## config.mk

```make
export PLATFORM = sky130hd
export DESIGN_NAME = jtag_scan_master_flat
export DESIGN_NICKNAME = d
export VERILOG_FILES = /design/src/rtl/jtag_scan_master_if.sv /design/src/rtl/jtag_scan_master.sv /design/src/flat_wrapper.sv
export SDC_FILE = /design/constraint.sdc
export NUM_CORES = 1
export LEC_CHECK = 0
export CAP_MARGIN = 20
export CORE_ASPECT_RATIO = 1.1
export CORE_MARGIN = 1
export CORE_UTILIZATION = 35
export DETAILED_ROUTE_END_ITERATION = 8
export PLACE_DENSITY_LB_ADDON = 0.05
export SKIP_CTS_REPAIR_TIMING = 1
export SLEW_MARGIN = 15
export SYNTH_ARGS = -nofsm -noshare
export SYNTH_HDL_FRONTEND = slang
export SYNTH_SLANG_ARGS = --single-unit
```

## constraint.sdc

```tcl
create_clock -name clk_i -period 3.4 [get_ports clk_i]
set_clock_uncertainty 0.2 [all_clocks]
set_input_delay 0.68 -clock clk_i [delete_from_list [all_inputs] [get_ports clk_i]]
set_output_delay 0.68 -clock clk_i [all_outputs]
set_load 0.03 [all_outputs]
```

## src/rtl/jtag_scan_master_if.sv

```systemverilog
// Request/response bus of the JTAG scan master.
// The slave modport is the scan engine, the master modport is whoever issues scans.
interface jtag_scan_master_if #(
  parameter int MaxLen = 64
);
  logic                      req_valid_i;
  logic                      req_ready_o;
  logic                      req_reset_i;
  logic                      req_ir_i;
  logic [$clog2(MaxLen)-1:0] req_len_i;
  logic [MaxLen-1:0]         req_data_i;
  logic                      rsp_valid_o;
  logic                      rsp_ready_i;
  logic [MaxLen-1:0]         rsp_data_o;

  modport slave (
    input  req_valid_i, req_reset_i, req_ir_i, req_len_i, req_data_i, rsp_ready_i,
    output req_ready_o, rsp_valid_o, rsp_data_o
  );

  modport master (
    output req_valid_i, req_reset_i, req_ir_i, req_len_i, req_data_i, rsp_ready_i,
    input  req_ready_o, rsp_valid_o, rsp_data_o
  );
endinterface

```

## src/rtl/jtag_scan_master.sv

```systemverilog
// JTAG initiator: turns one IR/DR scan or TAP reset request into a complete
// TCK/TMS/TDI sequence that starts and ends in Run-Test/Idle, and returns
// the TDO bits captured during the shift.
// Every TCK period ("tick") is 2*ClkDiv clock cycles: TMS/TDI change on the
// edge that drives TCK low, TDO is sampled on the edge that drives TCK high.
module jtag_scan_master #(
  parameter int ClkDiv = 4,
  parameter int MaxLen = 64
) (
  input  logic                      clk_i,
  input  logic                      rst_ni,
  jtag_scan_master_if.slave         bus,
  output logic                      jtag_tck_o,
  output logic                      jtag_tms_o,
  output logic                      jtag_tdi_o,
  output logic                      jtag_trst_no,
  input  logic                      jtag_tdo_i
);

  localparam int LenW = $clog2(MaxLen);
  localparam int PhW  = $clog2(2 * ClkDiv);

  // Phase counter values of the cycle before TCK rises and before the tick ends
  localparam logic [PhW-1:0] RiseAt = PhW'(ClkDiv - 1);
  localparam logic [PhW-1:0] FallAt = PhW'(2 * ClkDiv - 1);

  localparam logic [2:0] ST_RSTSEQ = 3'd0;
  localparam logic [2:0] ST_IDLE   = 3'd1;
  localparam logic [2:0] ST_PRE    = 3'd2;
  localparam logic [2:0] ST_SHIFT  = 3'd3;
  localparam logic [2:0] ST_POST   = 3'd4;
  localparam logic [2:0] ST_RESP   = 3'd5;

  logic [2:0]        r_state;
  logic [PhW-1:0]    r_phase;
  logic [LenW-1:0]   r_tickIdx;
  logic              r_tck;
  logic              r_tms;
  logic              r_tdi;
  logic              r_trstn;
  logic              r_isIr;
  logic              r_isReset;
  logic [LenW-1:0]   r_len;
  logic [MaxLen-1:0] r_data;
  logic [MaxLen-1:0] r_rspData;

  logic              w_accept;
  logic              w_rise;
  logic              w_tickEnd;
  logic              w_preLast;
  logic [LenW-1:0]   w_idxNext;

  assign w_accept  = (r_state == ST_IDLE) && bus.req_valid_i;
  assign w_rise    = (r_phase == RiseAt);
  assign w_tickEnd = (r_phase == FallAt);
  assign w_idxNext = r_tickIdx + LenW'(1);
  // IR scans need one extra Select-IR tick before Capture/Shift
  assign w_preLast = r_isIr ? (r_tickIdx == LenW'(3)) : (r_tickIdx == LenW'(2));

  // Tick sequencer: state, TCK phase and the TMS/TDI value of each tick
  always_ff @(posedge clk_i or negedge rst_ni) begin
    if (!rst_ni) begin
      r_state   <= ST_RSTSEQ;
      r_phase   <= '0;
      r_tickIdx <= '0;
      r_tck     <= 1'b0;
      r_tms     <= 1'b1;
      r_tdi     <= 1'b0;
      r_trstn   <= 1'b0;
    end else begin
      case (r_state)
        ST_IDLE: begin
          r_tck <= 1'b0;
          r_tms <= 1'b0;
          r_tdi <= 1'b0;
          if (w_accept) begin
            r_phase   <= '0;
            r_tickIdx <= '0;
            r_tms     <= 1'b1;
            r_state   <= bus.req_reset_i ? ST_RSTSEQ : ST_PRE;
          end
        end
        ST_RESP: begin
          if (bus.rsp_ready_i) begin
            r_state <= ST_IDLE;
          end
        end
        default: begin
          if (!r_trstn) begin
            // First edge out of reset: release TRSTn and start tick 0 of the reset walk
            r_trstn   <= 1'b1;
            r_phase   <= '0;
            r_tickIdx <= '0;
            r_tck     <= 1'b0;
            r_tms     <= 1'b1;
          end else if (w_rise) begin
            r_tck   <= 1'b1;
            r_phase <= r_phase + 1'b1;
          end else if (w_tickEnd) begin
            r_tck   <= 1'b0;
            r_phase <= '0;
            case (r_state)
              ST_RSTSEQ: begin
                if (r_tickIdx == LenW'(5)) begin
                  r_tms   <= 1'b0;
                  r_state <= r_isReset ? ST_RESP : ST_IDLE;
                end else begin
                  r_tickIdx <= w_idxNext;
                  r_tms     <= (w_idxNext != LenW'(5));
                end
              end
              ST_PRE: begin
                if (w_preLast) begin
                  r_state   <= ST_SHIFT;
                  r_tickIdx <= '0;
                  r_tms     <= (r_len == '0);
                  r_tdi     <= r_data[0];
                end else begin
                  r_tickIdx <= w_idxNext;
                  r_tms     <= r_isIr && (w_idxNext == LenW'(1));
                  r_tdi     <= 1'b0;
                end
              end
              ST_SHIFT: begin
                if (r_tickIdx == r_len) begin
                  r_state   <= ST_POST;
                  r_tickIdx <= '0;
                  r_tms     <= 1'b1;
                  r_tdi     <= 1'b0;
                end else begin
                  r_tickIdx <= w_idxNext;
                  r_tms     <= (w_idxNext == r_len);
                  r_tdi     <= r_data[w_idxNext];
                end
              end
              ST_POST: begin
                r_tdi <= 1'b0;
                r_tms <= 1'b0;
                if (r_tickIdx == '0) begin
                  r_tickIdx <= w_idxNext;
                end else begin
                  r_state <= ST_RESP;
                end
              end
              default: begin
                r_state <= ST_RSTSEQ;
              end
            endcase
          end else begin
            r_phase <= r_phase + 1'b1;
          end
        end
      endcase
    end
  end

  // Request fields are captured once at accept so later input changes are harmless
  always_ff @(posedge clk_i or negedge rst_ni) begin
    if (!rst_ni) begin
      r_isIr    <= 1'b0;
      r_isReset <= 1'b0;
      r_len     <= '0;
      r_data    <= '0;
    end else if (w_accept) begin
      r_isIr    <= bus.req_ir_i;
      r_isReset <= bus.req_reset_i;
      r_len     <= bus.req_len_i;
      r_data    <= bus.req_data_i;
    end
  end

  // TDO capture: cleared at accept so unshifted bits read as zero
  always_ff @(posedge clk_i or negedge rst_ni) begin
    if (!rst_ni) begin
      r_rspData <= '0;
    end else if (w_accept) begin
      r_rspData <= '0;
    end else if ((r_state == ST_SHIFT) && r_trstn && w_rise) begin
      r_rspData[r_tickIdx] <= jtag_tdo_i;
    end
  end

  assign bus.req_ready_o = (r_state == ST_IDLE);
  assign bus.rsp_valid_o = (r_state == ST_RESP);
  assign bus.rsp_data_o  = r_rspData;

  assign jtag_tck_o   = r_tck;
  assign jtag_tms_o   = r_tms;
  assign jtag_tdi_o   = r_tdi;
  assign jtag_trst_no = r_trstn;

endmodule

```

## src/flat_wrapper.sv

```systemverilog
// flat-port wrapper written by rule: the top's interface ports become plain ports
module jtag_scan_master_flat 
#(
  parameter int ClkDiv = 4,
  parameter int MaxLen = 64
)
  (clk_i, rst_ni, jtag_tck_o, jtag_tms_o, jtag_tdi_o, jtag_trst_no, jtag_tdo_i, bus_req_valid_i, bus_req_reset_i, bus_req_ir_i, bus_req_len_i, bus_req_data_i, bus_rsp_ready_i, bus_req_ready_o, bus_rsp_valid_o, bus_rsp_data_o);
  jtag_scan_master_if #(.MaxLen(MaxLen)) bus_i ();
  input  logic clk_i;
  input  logic rst_ni;
  output logic jtag_tck_o;
  output logic jtag_tms_o;
  output logic jtag_tdi_o;
  output logic jtag_trst_no;
  input  logic jtag_tdo_i;
  input wire logic [$bits(bus_i.req_valid_i)-1:0] bus_req_valid_i;
  input wire logic [$bits(bus_i.req_reset_i)-1:0] bus_req_reset_i;
  input wire logic [$bits(bus_i.req_ir_i)-1:0] bus_req_ir_i;
  input wire logic [$bits(bus_i.req_len_i)-1:0] bus_req_len_i;
  input wire logic [$bits(bus_i.req_data_i)-1:0] bus_req_data_i;
  input wire logic [$bits(bus_i.rsp_ready_i)-1:0] bus_rsp_ready_i;
  output wire logic [$bits(bus_i.req_ready_o)-1:0] bus_req_ready_o;
  output wire logic [$bits(bus_i.rsp_valid_o)-1:0] bus_rsp_valid_o;
  output wire logic [$bits(bus_i.rsp_data_o)-1:0] bus_rsp_data_o;
  assign bus_i.req_valid_i = bus_req_valid_i;
  assign bus_i.req_reset_i = bus_req_reset_i;
  assign bus_i.req_ir_i = bus_req_ir_i;
  assign bus_i.req_len_i = bus_req_len_i;
  assign bus_i.req_data_i = bus_req_data_i;
  assign bus_i.rsp_ready_i = bus_rsp_ready_i;
  assign bus_req_ready_o = bus_i.req_ready_o;
  assign bus_rsp_valid_o = bus_i.rsp_valid_o;
  assign bus_rsp_data_o = bus_i.rsp_data_o;
  jtag_scan_master #(.ClkDiv(ClkDiv), .MaxLen(MaxLen)) u_core (.clk_i(clk_i), .rst_ni(rst_ni), .bus(bus_i), .jtag_tck_o(jtag_tck_o), .jtag_tms_o(jtag_tms_o), .jtag_tdi_o(jtag_tdi_o), .jtag_trst_no(jtag_trst_no), .jtag_tdo_i(jtag_tdo_i));
endmodule
```

==> flow_metrics.env, run 1 <==
export IMPL_outcome="finished clean"
export IMPL_hpwlAfterDp_um=14200
export IMPL_hold_path_class="in2async"
export IMPL_p_sw_frac=0.236
export IMPL_grt_max_degree=91
export IMPL_finalWorstSetupSlack_ps=296
export IMPL_fin_crit_sh=0.913
export IMPL_finalCoreUtilization=0.471
export IMPL_fin_nets=956
export IMPL_place_gp_congestion=0.804
export IMPL_drtAntennaViolNets=0
export IMPL_ioPinCount=147
export IMPL_synth_async_reset_ratio=1.00
export IMPL_htreeDepth=4
export IMPL_grt_pass1_wl_um=33100
export IMPL_port_buffers=146
export IMPL_dieArea_um2=22400
export IMPL_ir_drop_mv=0.305
export IMPL_drc=0
export IMPL_vias_per_cell=5.10
export IMPL_regToRegSetupSlack_ps=300
export IMPL_synth_cells=741
export IMPL_numCtsBuffers=17
export IMPL_finalWirelength_um=20400
export IMPL_track_usage=0.194
export IMPL_hold_viol=0
export IMPL_cp_startpoint="u_core.r_tickIdx[0]"
export IMPL_slew_violations=0
export IMPL_pre_cts_ws_ps=265
export IMPL_syn_num_nets=824
export IMPL_grt_ovfl_total=0
export IMPL_vias=5990
export IMPL_synthFlopType="dfrtp_1"
export IMPL_synth_edf_count=0
export IMPL_cp_data_required_time_ps=3480
export IMPL_fin_area_um2=10000
export IMPL_drt_first_iter_violations=427
export IMPL_cts_root_buf="clkbuf_16"
export IMPL_worst_slew_pin_slew_ps=834
export IMPL_diodes=0
export IMPL_die_y_um=157
export IMPL_wl_per_cell_um=17.4
export IMPL_most_common_layout_cells="151 x dfrtp_1, 144 x clkdlybuf4s50_1, 140 x nand2_1, 67 x nand3_1, 63 x a21oi_1"
export IMPL_ys_warn_count=0
export IMPL_clockBufferDepth=2
export IMPL_slew_headroom=0.444
export IMPL_power_switching_uw=956
export IMPL_ys_types=55
export IMPL_cp_max_fo=8
export IMPL_cp_end_kind="flip-flop"
export IMPL_grt_pass1_vias=6049
export IMPL_cts_tree="yes"
export IMPL_fin_tns_setup_ps=0
export IMPL_die_x_um=143
export IMPL_combPwrFrac=0.067
export IMPL_crit_type="reg2reg"
export IMPL_fmax_ghz=0.322
export IMPL_cap_violations=0
export IMPL_antenna_found_initial=0
export IMPL_post_dp_cell_area_um2=9430
export IMPL_clock_latency_ps=420
export IMPL_stdcell_count=1175
export IMPL_power_leakage_uw=0.00452
export IMPL_synth_seq_area_share=0.500
export IMPL_start_kind="flip-flop"
export IMPL_p_int_uw=3090
export IMPL_path_clk_slew_ps=60
export IMPL_rsz0062_at_grt="no"
export IMPL_finalSetupViolCount=0
export IMPL_pwr_share_clk=0.481
export IMPL_drive_above_1_share=0.110
export IMPL_syn_avg_cell_area_um2=10.3
export IMPL_initial_core_util=0.357
export IMPL_placed_cells=1144
export IMPL_rr_startpoint="u_core.r_tickIdx[0]"
export IMPL_layout_commonest_cell="dfrtp_1"
export IMPL_cts_sinks=152
export IMPL_netlist_area_um2=7610
export IMPL_synth_seq_cells=152
export IMPL_dr_pass1_iters=5
export IMPL_rows=56
export IMPL_core_area_um2=21300
export IMPL_p_per_area_nw_per_um2=403
export IMPL_cp_arrival_ps=3190
export IMPL_seq_power_share=0.451
export IMPL_syn2layout_area_growth_pct=31.8
export IMPL_fin_crit_ps=3100
-- worst max-delay path, cell delays in order, from the launching register on --
cell and delay [ps]:
dfrtp_1 440, inv_2 140, ha_1 470, buf_4 240, mux4_1 570, mux2i_1 150
nand2_1 100, nand3_1 90, a211oi_1 70, or4_1 510
-- final timing paths --
kind,to,depth (start not counted)
max,u_core.jtag_tdi_o,9
min,u_core.r_isReset,1
max reg2reg,u_core.jtag_tdi_o,9
min reg2reg,u_core.r_data[46],1
max in group asynchronous,u_core.bus.rsp_data_o[40],2
min in group clk_i,u_core.r_data[46],1
-- state kept, by name (all words and copies together), names as in the netlist --
signal                 flops
u_core.r_isReset           1
u_core.r_isIr              1
u_core.r_len               6
u_core.r_data             64
u_core.bus.rsp_data_o     64
u_core.r_state             3
u_core.r_tickIdx           6
u_core.jtag_tck_o          1
u_core.jtag_tdi_o          1
u_core.r_phase             3
u_core.jtag_trst_no        1
u_core.jtag_tms_o          1
-- power by group through the flow --
stage	Clock (µW)	Combinational (µW)	Sequential, µW
2_1_floorplan	0	103	1870
3_3_place_gp	0	271	1860
3_5_place_dp	0	279	1860
4_1_cts	1990	280	1820
5_1_grt	2070	301	1820
6_report	1940	272	1820
-- per-stage QoR --
step / hold slack, ps / total power [µW]
floorplan: 184 / 1970
global placement: 264 / 2130
detailed placement: 270 / 2140
CTS: 132 / 4090
global route: 149 / 4190
finish: 70.1 / 4040
-- cell type report --
cell class	instances	area (µm²)
multi-input combinational	520	3540
timing repair buffer	175	1700
inverter	7	26.3
tap	290	363
fill	2033	11300
clock inverter	13	165
clock buffer	18	439
sequential	152	3800
-- kinds of logic after synthesis --
| family | after synthesis | synth area share |
|---|---|---|
| AOI/OAI and AO/OA | 108 | 0.0859 |
| buffers and inverters | 69 | 0.0386 |
| and+or+nand+nor | 284 | 0.166 |
| xor gates and xnor gates | 16 | 0.0184 |
| adders and majority gates | 6 | 0.00986 |
| muxes | 106 | 0.182 |
| DFF | 152 | 0.500 |
-- layer usage --
| metal | wire length [µm] | up-vias | GRT usage |
|---|---|---|---|
| li1 | - | 2849 | - |
| met1 | 9340 | 2943 | 0.262 |
| met2 | 9850 | 183 | 0.313 |
| met3 | 994 | 15 | 0.0401 |
| met4 | 231 | 0 | 0.0568 |
| met5 | 0 | - | 0 |
-- synth_stat cells (all sizes together) (2+ instances only) --
| master | number | share of area |
|---|---|---|
| buf | 21 | 0.015 |
| nand3 | 67 | 0.044 |
| mux2 | 74 | 0.11 |
| nor3 | 12 | 0.0079 |
| nand2b | 11 | 0.0090 |
| mux4 | 16 | 0.051 |
| mux2i | 16 | 0.021 |
| o21ai | 15 | 0.0099 |
| a22oi | 2 | 0.0020 |
| clkbuf | 41 | 0.020 |
| o31ai | 2 | 0.0020 |
| and3 | 8 | 0.0066 |
| a21oi | 63 | 0.041 |
| o311ai | 2 | 0.0023 |
| nor2 | 30 | 0.015 |
| nor2b | 2 | 0.0016 |
| xnor2 | 7 | 0.0081 |
| inv | 7 | 0.0034 |
| nand2 | 140 | 0.069 |
| dfrtp | 151 | 0.50 |
| ha | 6 | 0.0099 |
| nor4 | 2 | 0.0016 |
| nand4 | 3 | 0.0025 |
| a31o | 2 | 0.0023 |
| xor2 | 9 | 0.010 |
| or3 | 3 | 0.0025 |
| a21o | 4 | 0.0039 |
| a2111oi | 6 | 0.0094 |
Power figures use the tool's default switching activity.
==> run 2: changes to the inputs <==
CORE_MARGIN = 4   (was 1)
MAX_ROUTING_LAYER = met4   (was not set)
==> run 2 against run 1 <==
Combinational power about the same. First-iteration DRC count down 18%. Sequential share of layout area down 0.30 points. Largest cell class unchanged. Die area rose by 8.2%. Sequential power about the same. Routed wire length is 0.39% higher. Core utilization grew 0.21 points. Power up 5.7%. Setup slack worse by 120 ps.
==> flow_metrics.env, run 2 (synthesis gave the netlist of run 1 again) <==
export IMPL_antenna_found_initial=0
export IMPL_dr_pass1_iters=7
export IMPL_cts_root_buf="clkbuf_16"
export IMPL_initial_core_util=0.356
export IMPL_worst_slew_pin_slew_ps=831
export IMPL_cts_sinks=152
export IMPL_fmax_ghz=0.310
export IMPL_layout_commonest_cell="dfrtp_1"
export IMPL_fill_cells=1981
export IMPL_syn2layout_area_growth_pct=32.8
export IMPL_wl_per_cell_um=17.4
export IMPL_hold_path_class="in2async"
export IMPL_htreeDepth=4
export IMPL_fin_crit_sh=0.949
export IMPL_vias=5999
export IMPL_fin_nets=957
export IMPL_clock_latency_ps=420
export IMPL_dieArea_um2=24200
export IMPL_fin_tns_setup_ps=0
export IMPL_diodes=0
export IMPL_die_x_um=149
export IMPL_crit_type="reg2reg"
export IMPL_ir_drop_mv=0.326
export IMPL_rsz0062_at_grt="no"
export IMPL_finalCoreUtilization=0.473
export IMPL_drc=0
export IMPL_drt_first_iter_violations=351
export IMPL_place_gp_congestion=0.829
export IMPL_fin_crit_ps=3230
export IMPL_die_y_um=163
export IMPL_path_cells="buf_4 -> ha_1 -> xnor2_2 -> mux4_1 -> mux2_2 -> o311ai_1 -> a2111oi_0 -> or4_1"
export IMPL_grt_pass1_wl_um=32900
export IMPL_outcome="finished clean"
export IMPL_hpwlAfterDp_um=14400
export IMPL_worst_path_largest_cell_delay_ps=530
export IMPL_start_kind="flip-flop"
export IMPL_numCtsBuffers=17
export IMPL_path_clk_slew_ps=60
export IMPL_cp_data_required_time_ps=3490
export IMPL_finalSetupViolCount=0
export IMPL_grt_pass1_vias=6071
export IMPL_slowest_stage="or4_1"
export IMPL_ioPinCount=147
export IMPL_cts_tree="yes"
export IMPL_port_buffers=146
export IMPL_rows=56
export IMPL_cp_end_kind="flip-flop"
export IMPL_hold_viol=0
export IMPL_core_area_um2=21400
export IMPL_finalWirelength_um=20500
export IMPL_p_per_area_nw_per_um2=422
export IMPL_slew_violations=0
export IMPL_clockBufferDepth=2
export IMPL_vias_per_cell=5.10
export IMPL_grt_ovfl_total=0
export IMPL_power_leakage_uw=0.00456
export IMPL_cp_arrival_ps=3320
export IMPL_drive_above_1_share=0.109
export IMPL_power_total_uw=4270
export IMPL_slew_headroom=0.446
export IMPL_cp_max_fo=11
export IMPL_post_dp_cell_area_um2=9440
export IMPL_cap_violations=0
export IMPL_grt_max_degree=89
export IMPL_fin_area_um2=10100
export IMPL_drtAntennaViolNets=0
export IMPL_most_common_layout_cells="151 x dfrtp_1, 144 x clkdlybuf4s50_1, 140 x nand2_1, 67 x nand3_1, 63 x a21oi_1"
export IMPL_track_usage=0.178
==> run 2: cell count changes in the layout (fill, tap and decap cells not counted), sizes merged <==
cell / before / now
bufinv: 2 / 6
buf: 31 / 32
clkinvlp: 3 / 1
inv: 12 / 10
clkbuf: 18 / 19
==> run 2: worst max-delay path, delay by kind of cell (launching register included) <==
family | cells | cell delay, ps
AO/OA/AOI/OAI | 2 | 340
XOR/XNOR | 1 | 500
adder cells (fa/ha/maj) | 1 | 260
buffers and inverters | 1 | 190
flip-flops | 1 | 400
multiplexers | 2 | 680
AND/OR/NAND/NOR | 1 | 530
==> run 2: cell type report <==
type / instances / area [µm²] / share of cell area
clock buffer: 19 / 433 / 0.0428
clock inverter: 13 / 243 / 0.0240
inverter: 7 / 26.3 / 0.00260
multi-input combinational: 520 / 3540 / 0.350
sequential: 152 / 3800 / 0.376
tap: 290 / 363 / 0.0359
timing repair buffer: 176 / 1710 / 0.169
==> run 2: per-layer routing <==
layer / global-route usage / wire (µm)
met1: 0.233 / 9260
met2: 0.282 / 9860
met3: 0.0353 / 1120
met4: 0.0525 / 262
met5: - / 0
==> run 2: path summary, 6_finish.rpt <==
check                                     from                         to  slack [ps]  cells past startpoint
setup / recovery           u_core.r_tickIdx[0]          u_core.jtag_tdi_o         170                      8
hold / removal                          rst_ni  u_core.bus.rsp_data_o[43]         120                      1
setup reg to reg           u_core.r_tickIdx[0]          u_core.jtag_tdi_o         170                      8
hold reg to reg              u_core.r_data[15]          u_core.r_data[15]         280                      1
max in group asynchronous               rst_ni          u_core.jtag_tdi_o        2080                      2
min in group clk_i           u_core.r_data[15]          u_core.r_data[15]         280                      1
==> run 2: power breakdown <==
group	switching (µW)	leakage (µW)	internal, µW
sequential	2.76	0.00182	1820
combinational	130	0.00241	142
clock	783	0.000324	1390
total	916	0.00456	3360
==> run 2: per-stage QoR <==
step / instances / hold slack, ps / worst slack [ps]
5_1_grt: 1177 / 183 / 81.3
3_3_place_gp: 1145 / 261 / 254
3_5_place_dp: 1145 / 267 / 150
4_1_cts: 1177 / 164 / 134
6_report: 1177 / 123 / 172
2_1_floorplan: 741 / 184 / 346
